===== config.mk =====
export PLATFORM = sky130hd
export DESIGN_NAME = mem_stage_ctrl
export DESIGN_NICKNAME = d
export VERILOG_FILES = /design/src/rtl/proc_pkg.sv /design/src/rtl/mem_wait_counter.sv /design/src/rtl/mem_stage_ctrl.sv
export SDC_FILE = /design/constraint.sdc
export NUM_CORES = 1
export LEC_CHECK = 0
export CORE_AREA = 2 2 106 108
export CTS_BUF_LIST = sky130_fd_sc_hd__clkbuf_4 sky130_fd_sc_hd__clkbuf_8
export CTS_CLUSTER_DIAMETER = 200
export DETAILED_ROUTE_END_ITERATION = 6
export DIE_AREA = 0 0 108 110
export DONT_BUFFER_PORTS = 1
export PLACE_DENSITY_LB_ADDON = 0.15
export SYNTH_ARGS = -nofsm -noshare
export SYNTH_HDL_FRONTEND = slang
export SYNTH_SLANG_ARGS = --single-unit

===== constraint.sdc =====
create_clock -name clock -period 3.3 [get_ports clock]
set_input_delay 0.825 -clock clock [delete_from_list [all_inputs] [get_ports clock]]
set_output_delay 0.825 -clock clock [all_outputs]
set_load 0.02 [all_outputs]

===== src/rtl/proc_pkg.sv =====
// Shared pipeline definitions: memory opcodes, memory-stage FSM states and exception codes.
package proc_pkg;

  localparam logic [4:0] OP_SW = 5'b00111;
  localparam logic [4:0] OP_LW = 5'b01000;

  typedef enum logic [1:0] {
    IDLE = 2'd0,
    WAIT = 2'd1,
    DONE = 2'd2
  } mem_state_t;

  // Cause code the writeback stage loads into rstatus ($r30) on a memory timeout.
  localparam logic [31:0] EXC_MEM_TIMEOUT = 32'd1;

endpackage


===== src/rtl/mem_wait_counter.sv =====
// Wait-cycle down-counter: clear reloads TIMEOUT-1, tc flags the last permitted wait cycle.
module mem_wait_counter #(
  parameter int TIMEOUT = 16
) (
  input  logic clock,
  input  logic reset,
  input  logic clear,
  input  logic enable,
  output logic tc
);

  localparam int CNT_W = $clog2(TIMEOUT + 1);

  logic [CNT_W-1:0] r_count;

  always_ff @(posedge clock or negedge reset) begin
    if (!reset) begin
      r_count <= '0;
    end else if (clear) begin
      r_count <= CNT_W'(TIMEOUT - 1);
    end else if (enable && (r_count != '0)) begin
      r_count <= r_count - CNT_W'(1);
    end
  end

  assign tc = enable && (r_count == '0);

endmodule


===== src/rtl/mem_stage_ctrl.sv =====
// Memory-stage controller between the XM and MW latches; issues lw/sw over a req/ready handshake.
// Optional wait timeout with exception enabled by defining MEM_TIMEOUT_EN.
//
// state | meaning
// IDLE  | no transaction; non-mem ops pass through, a mem op issues its request
// WAIT  | request outstanding, pipeline stalled until mem_ready (or timeout)
// DONE  | result presented to MW latch; leaves when en=1
module mem_stage_ctrl
  import proc_pkg::*;
#(
  parameter int ADDR_W  = 12,
  parameter int TIMEOUT = 16
) (
  input  logic              clock,
  input  logic              reset,
  input  logic              en,
  input  logic [31:0]       insnIn,
  input  logic [31:0]       dataOIn,
  input  logic [31:0]       dataBIn,
  input  logic              validIn,
  output logic [31:0]       insnOut,
  output logic [31:0]       dataOOut,
  output logic [31:0]       dataDOut,
  output logic              validOut,
  output logic              excOut,
  output logic              stall,
  output logic              mem_req,
  output logic              mem_we,
  output logic [ADDR_W-1:0] mem_addr,
  output logic [31:0]       mem_wdata,
  input  logic [31:0]       mem_rdata,
  input  logic              mem_ready
);

  mem_state_t  r_state;
  logic [31:0] r_rdata;
  logic        r_exc;

  logic        w_is_lw;
  logic        w_is_sw;
  logic        w_mem_op;
  logic        w_timeout;

  assign w_is_lw  = (insnIn[31:27] == OP_LW);
  assign w_is_sw  = (insnIn[31:27] == OP_SW);
  assign w_mem_op = validIn && (w_is_lw || w_is_sw);

`ifdef MEM_TIMEOUT_EN
  mem_wait_counter #(
    .TIMEOUT (TIMEOUT)
  ) u_wait_counter (
    .clock  (clock),
    .reset  (reset),
    .clear  (r_state != WAIT),
    .enable (r_state == WAIT),
    .tc     (w_timeout)
  );
`else
  assign w_timeout = 1'b0;
`endif

  always_ff @(posedge clock or negedge reset) begin
    if (!reset) begin
      r_state <= IDLE;
      r_rdata <= '0;
      r_exc   <= 1'b0;
    end else begin
      case (r_state)
        IDLE: begin
          if (w_mem_op) begin
            if (mem_ready) begin
              r_rdata <= mem_rdata;
              r_state <= DONE;
            end else begin
              r_state <= WAIT;
            end
          end
        end
        WAIT: begin
          // A ready arriving on the last permitted cycle still wins over the timeout.
          if (mem_ready) begin
            r_rdata <= mem_rdata;
            r_state <= DONE;
          end else if (w_timeout) begin
            r_rdata <= '0;
            r_exc   <= 1'b1;
            r_state <= DONE;
          end
        end
        DONE: begin
          if (en) begin
            r_exc   <= 1'b0;
            r_state <= IDLE;
          end
        end
        default: r_state <= IDLE;
      endcase
    end
  end

  always_comb begin
    insnOut   = '0;
    dataOOut  = '0;
    dataDOut  = '0;
    validOut  = 1'b0;
    excOut    = 1'b0;
    stall     = 1'b0;
    mem_req   = 1'b0;
    mem_we    = 1'b0;
    mem_addr  = '0;
    mem_wdata = '0;
    if (reset) begin
      case (r_state)
        IDLE: begin
          if (w_mem_op) begin
            mem_req   = 1'b1;
            mem_we    = w_is_sw;
            mem_addr  = dataOIn[ADDR_W-1:0];
            mem_wdata = dataBIn;
            stall     = 1'b1;
          end else if (validIn) begin
            insnOut  = insnIn;
            dataOOut = dataOIn;
            validOut = 1'b1;
          end
        end
        WAIT: begin
          mem_req   = 1'b1;
          mem_we    = w_is_sw;
          mem_addr  = dataOIn[ADDR_W-1:0];
          mem_wdata = dataBIn;
          stall     = 1'b1;
        end
        DONE: begin
          insnOut  = insnIn;
          dataOOut = dataOIn;
          dataDOut = (w_is_lw && !r_exc) ? r_rdata : 32'd0;
          validOut = 1'b1;
          excOut   = r_exc;
        end
        default: ;
      endcase
    end
  end

endmodule

# Word-level counts from Yosys, hierarchy flattened
# Cells that the tools add are included.
[totals]
ff_bits = 34
inputBits = 133
output_inout_bits = 145
wordCells = 50
[op_classes]
eq_ne = 7
muxes = 35
n_reduce_logical = 6
[op_table]
columns = ["cell", "count"]
rows = [
  ["two-way mux 32 bit", 13],
  ["one-hot mux 32 bit (2 select lines)", 4],
  ["two-way mux 12 bit", 2],
  ["one-hot mux 12 bit (2 select lines)", 1],
  ["two-way mux 2 bit", 4],
  ["two-way mux 1 bit", 7],
  ["inequality test 2 bit, second input constant", 3],
  ["one-hot mux 1 bit (2 select lines)", 3],
  ["one-hot mux 2 bit (3 select lines)", 1],
  ["== test 5 x 3 -> 1 bit, second input constant", 1],
  ["== test 5 x 4 -> 1 bit, second input constant", 1],
  ["AND reduction 3 bit", 1],
  ["== test 2 x 1 -> 1 bit, second input constant", 1],
  ["== test 2 bit, second input constant", 1],
  ["zero test 2 bit", 1],
  ["AND reduction 2 bit", 1],
  ["nonzero test 2 bit", 1],
  ["logical AND 1 bit", 1],
  ["logical OR 1 bit", 1],
]

# Depth between registers and ports, before layout
# Gate-level depths: netlist of run 1.
[logic_depth]
depth_word = 6
mapped_depth = 5
depth_no_buf = 4

# Least setup slack after synthesis of run 1
# OpenSTA, ideal clock, no wires.
[synth_timing]
path_kind = "input-to-output"
startpoint = "input port insnIn[27]"
endpoint = "output port mem_addr[10]"
arrival_ps = 2405
t_required_ps = 2475
slack_ps = 70
path_stages = 5
path_buffers = 1
cell_sequence = "or4b_4 > a211o_2 > a21oi_4 > buf_2 > and2_1"
[synth_between]
elab_chain_cells = 6
word_cells_on_any_way = 7
classes_between = "eq/ne: 2; mux: 3; reduce/logical: 2"
[synth_lines]
columns = ["item", "line_no", "text"]
rows = [
  ["start, declared", "mem_stage_ctrl.sv:17", "input logic [31:0] insnIn,"],
  ["== test 5 x 4 -> 1 bit / == test 5 x 3 -> 1 bit (equally long branches)", "mem_stage_ctrl.sv:44, mem_stage_ctrl.sv:45", ""],
  ["logical OR 1 bit (*)", "mem_stage_ctrl.sv:46", "assign w_mem_op = validIn && (w_is_lw || w_is_sw);"],
  ["logical AND 1 bit (*)", "mem_stage_ctrl.sv:46", ""],
  ["two-way mux 12 bit (*)", "mem_stage_ctrl.sv:115", "if (w_mem_op) begin"],
  ["one-hot mux 12 bit (2 select lines) (*)", "mem_stage_ctrl.sv:113", "case (r_state)"],
  ["two-way mux 12 bit (*)", "mem_stage_ctrl.sv:112", "if (reset) begin"],
  ["end, declared", "mem_stage_ctrl.sv:29", "output logic [ADDR_W-1:0] mem_addr,"],
]
# Every way passes the cells marked *; elsewhere a longest branch is shown, timed or not.

# Final worst setup path of run 1
[layout_timing]
startpoint = "input port insnIn[27]"
endpoint = "output port mem_wdata[23]"
[layout_between]
elab_chain_cells = 6
word_cells_on_any_way = 7
classes_between = "eq/ne: 2; mux: 3; reduce/logical: 2"
[layout_lines]
columns = ["item", "line_no", "text"]
rows = [
  ["== test 5 x 4 -> 1 bit / == test 5 x 3 -> 1 bit (equally long branches)", "mem_stage_ctrl.sv:44, mem_stage_ctrl.sv:45", ""],
  ["logical OR 1 bit (*)", "mem_stage_ctrl.sv:46", ""],
  ["logical AND 1 bit (*)", "mem_stage_ctrl.sv:46", ""],
  ["two-way mux 32 bit (*)", "mem_stage_ctrl.sv:115", ""],
  ["one-hot mux 32 bit (2 select lines) (*)", "mem_stage_ctrl.sv:113", ""],
  ["two-way mux 32 bit (*)", "mem_stage_ctrl.sv:112", ""],
  ["end, declared", "mem_stage_ctrl.sv:30", "output logic [31:0] mem_wdata,"],
]
# Marks and branches as above.

==> out/results.ini, run 1 <==
[timing]
worstMarginPinSlew_ns=0.6265
clock.fmax_ghz=0.3114
post-route-period-util_pct=97.31
fin_skew_ns=0.006575
setup_viol_count_final=0
slew-limit-headroom_pct=58.13
slew_violations=0
hold_viol=0
min_period_ns=3.211
timing.hold.ws_ns=0.2218
rsz0062_at_grt=no

[finish]
area_delta_synth_final_pct=13.72
drive_gt1_share_pct=24.40
layout.cells.most_common_list=and2_1 (138), dfrtp_1 (34), mux2_4 (30)
fin_util_pct=26.56
multi_input_area_mm2=0.001546
nets=382
nFillCells=1141
seqCellArea_um2=850.8
layout_commonest_cell=and2_1

[floorplanning]
rows=38
initial_utilization_pct=23.36
core_region_area_mm2=0.01070
io_pins=278
die_h_um=110
die_area_mm2=0.01188
die_width_um=108

[critical_path]
critPathMaxFanout=46
endpoint_kind=output pin
arrival_ns=2.39
cp.required_ns=2.47
cp-start-kind=input port
critPathKind=in2out

[routing]
vias=1829
drt_wl_total_um=9528
drc=0
firstDrtPassIters=4
antenna_left=0
drtIter0Drc=91
post_drt_wl_per_cell_um=24.31
drt-vias-per-instance=4.666

[synthesis]
synth_nets=380
synth_area_mm2=0.002499
synth-edff-count=0
syn_avg_cell_area_um2=10.12
synth_area_leaders=and2_1 (35%), dfrtp_1 (34%), mux2_4 (18%)
yosysSeqAreaShare_pct=34.05
ys_ff_latch=34
synth_cells=247
synth_top_area_share_pct=34.55
ys.flop_type=dfrtp_1
ys_async_sr_fraction_pct=100.0
synth_top_area_cell=and2_1
yosysUniqueCellTypes=28
yosysWarnings=0

[clocking]
postCtsSetupRepairBufs=0
cts_htree_levels=2
clockBufferDepth=2
ctsHoldBuffers=0
cts_buffers=5
cts_num_sinks=34
clkSlewWorstSetupHoldPaths_ns=0.08
root_buffer=clkbuf_8
clock_latency_ns=0.29
cts_tree=yes

[power_and_ir_drop]
power_density_mw_per_mm2=515.7
irDropWorstVdd_mv=0.1958
p_total_mw=1.465
leakagePower_nw=1.329

[global_route]
grt_max_degree=47
grt_overflow=0
grt_pass1_wl_um=12250
grt_pass1_vias=1688
antenna_found_initial=2
grtUsageTotal_pct=14.55

[placed_design]
io_buffers=0
place_congestion=0.9959
place_hpwl_um=7631

[flow_run]
drv_cap=0

[outcome]
status=finished, final reports clean

[hold_path]
hold_path_class=in2async

## state kept, by name (all words and copies together) (netlist names)
signal	count
r_rdata	32
r_state	2
## stage by stage
step                cells  setup slack [ns]  setup TNS, ns  instance area, um2
floorplan             247           0.07049              0                2499
global placement      381          -0.04078       -0.04078                2679
detailed placement    381          -0.07397       -0.07698                2679
CTS                   390           0.06507              0                2828
global route          391           0.01904              0                2839
finish                392           0.08889              0                2841
## critical path, stage by stage
cell and delay, ns:
or4b_4 0.54, a211o_2 0.34, a21oi_4 0.17, buf_12 0.19
and2_1 0.16, buf_4 0.14
## final cells by class
cell class	instances	area share [%]
antenna	2	0.1761
clock inverter	3	2.422
multi-input combinational	193	54.43
sequential	34	29.94
inverter	3	0.3963
timing repair buffer	12	4.051
clock buffer	5	2.422
tap	140	6.165
## metal layers
metal / wire length [um] / track usage (%) / up-vias
met2: 4795 / 24.84 / 159
met3: 990 / 5.056 / 4
met4: 47 / 2.473 / 2
met1: 3682 / 18.04 / 878
met5: 12 / 0 / -
li1: - / - / 786
## final timing paths
path,from,to,depth (start not counted),slack [ns]
worst max-delay path,insnIn[27],mem_wdata[23],6,0.09
max in group asynchronous,reset,r_rdata[7]$_DFFE_PN0P_,0,2.98
min in group clock,r_rdata[24]$_DFFE_PN0P_,r_rdata[24]$_DFFE_PN0P_,1,0.50
worst min-delay path,reset,r_rdata[18]$_DFFE_PN0P_,0,0.22
worst max register to register,r_state[1]$_DFFE_PN0P_,r_rdata[23]$_DFFE_PN0P_,4,1.53
worst min register to register,r_rdata[24]$_DFFE_PN0P_,r_rdata[24]$_DFFE_PN0P_,1,0.50
## logic make-up after synthesis
group / after synthesis / synth area share [%]
flip-flops: 34 / 34.05
multiplexers: 32 / 18.93
other: 1 / 0.1501
buffers and inverters: 21 / 5.458
AO/OA/AOI/OAI: 8 / 3.406
AND/OR/NAND/NOR: 151 / 38.01
## cells in the mapped netlist, types with 2 or more instances
master    count
dfrtp_1      34
clkbuf_1     12
nand2_1       3
mux2_4       30
inv_1         3
buf_4         2
buf_12        3
nor2_1        2
and2_1      138
mux2_2        2
## power breakdown
group	total [mW]	leakage, nW	switching (mW)	internal (mW)
sequential	0.626	0.417	0.0665	0.559
clock	0.468	0.0683	0.165	0.303
combinational	0.372	0.843	0.156	0.215
total	1.47	1.33	0.388	1.08
## repair_timing
action,4_1_cts,5_1_grt
cloned,1,0
gates resized for setup,1,1
endpoints found under the setup margin,2,30
endpoints found under the hold margin,0,0
pin swaps,1,0
(Power assumes the default switching activity.)
==> run 2, diff against run 1 <==
TNS_END_PERCENT = 20   (was not set)
==> results of run 2 <==
Final layout, timing and power as in run 1 (identical DEF).
==> run 3, diff against run 2 <==
CAP_MARGIN = 20   (was not set)
CTS_CLUSTER_SIZE = 24   (was not set)
==> results of run 3 <==
Final layout, timing and power as in run 1 (identical DEF).
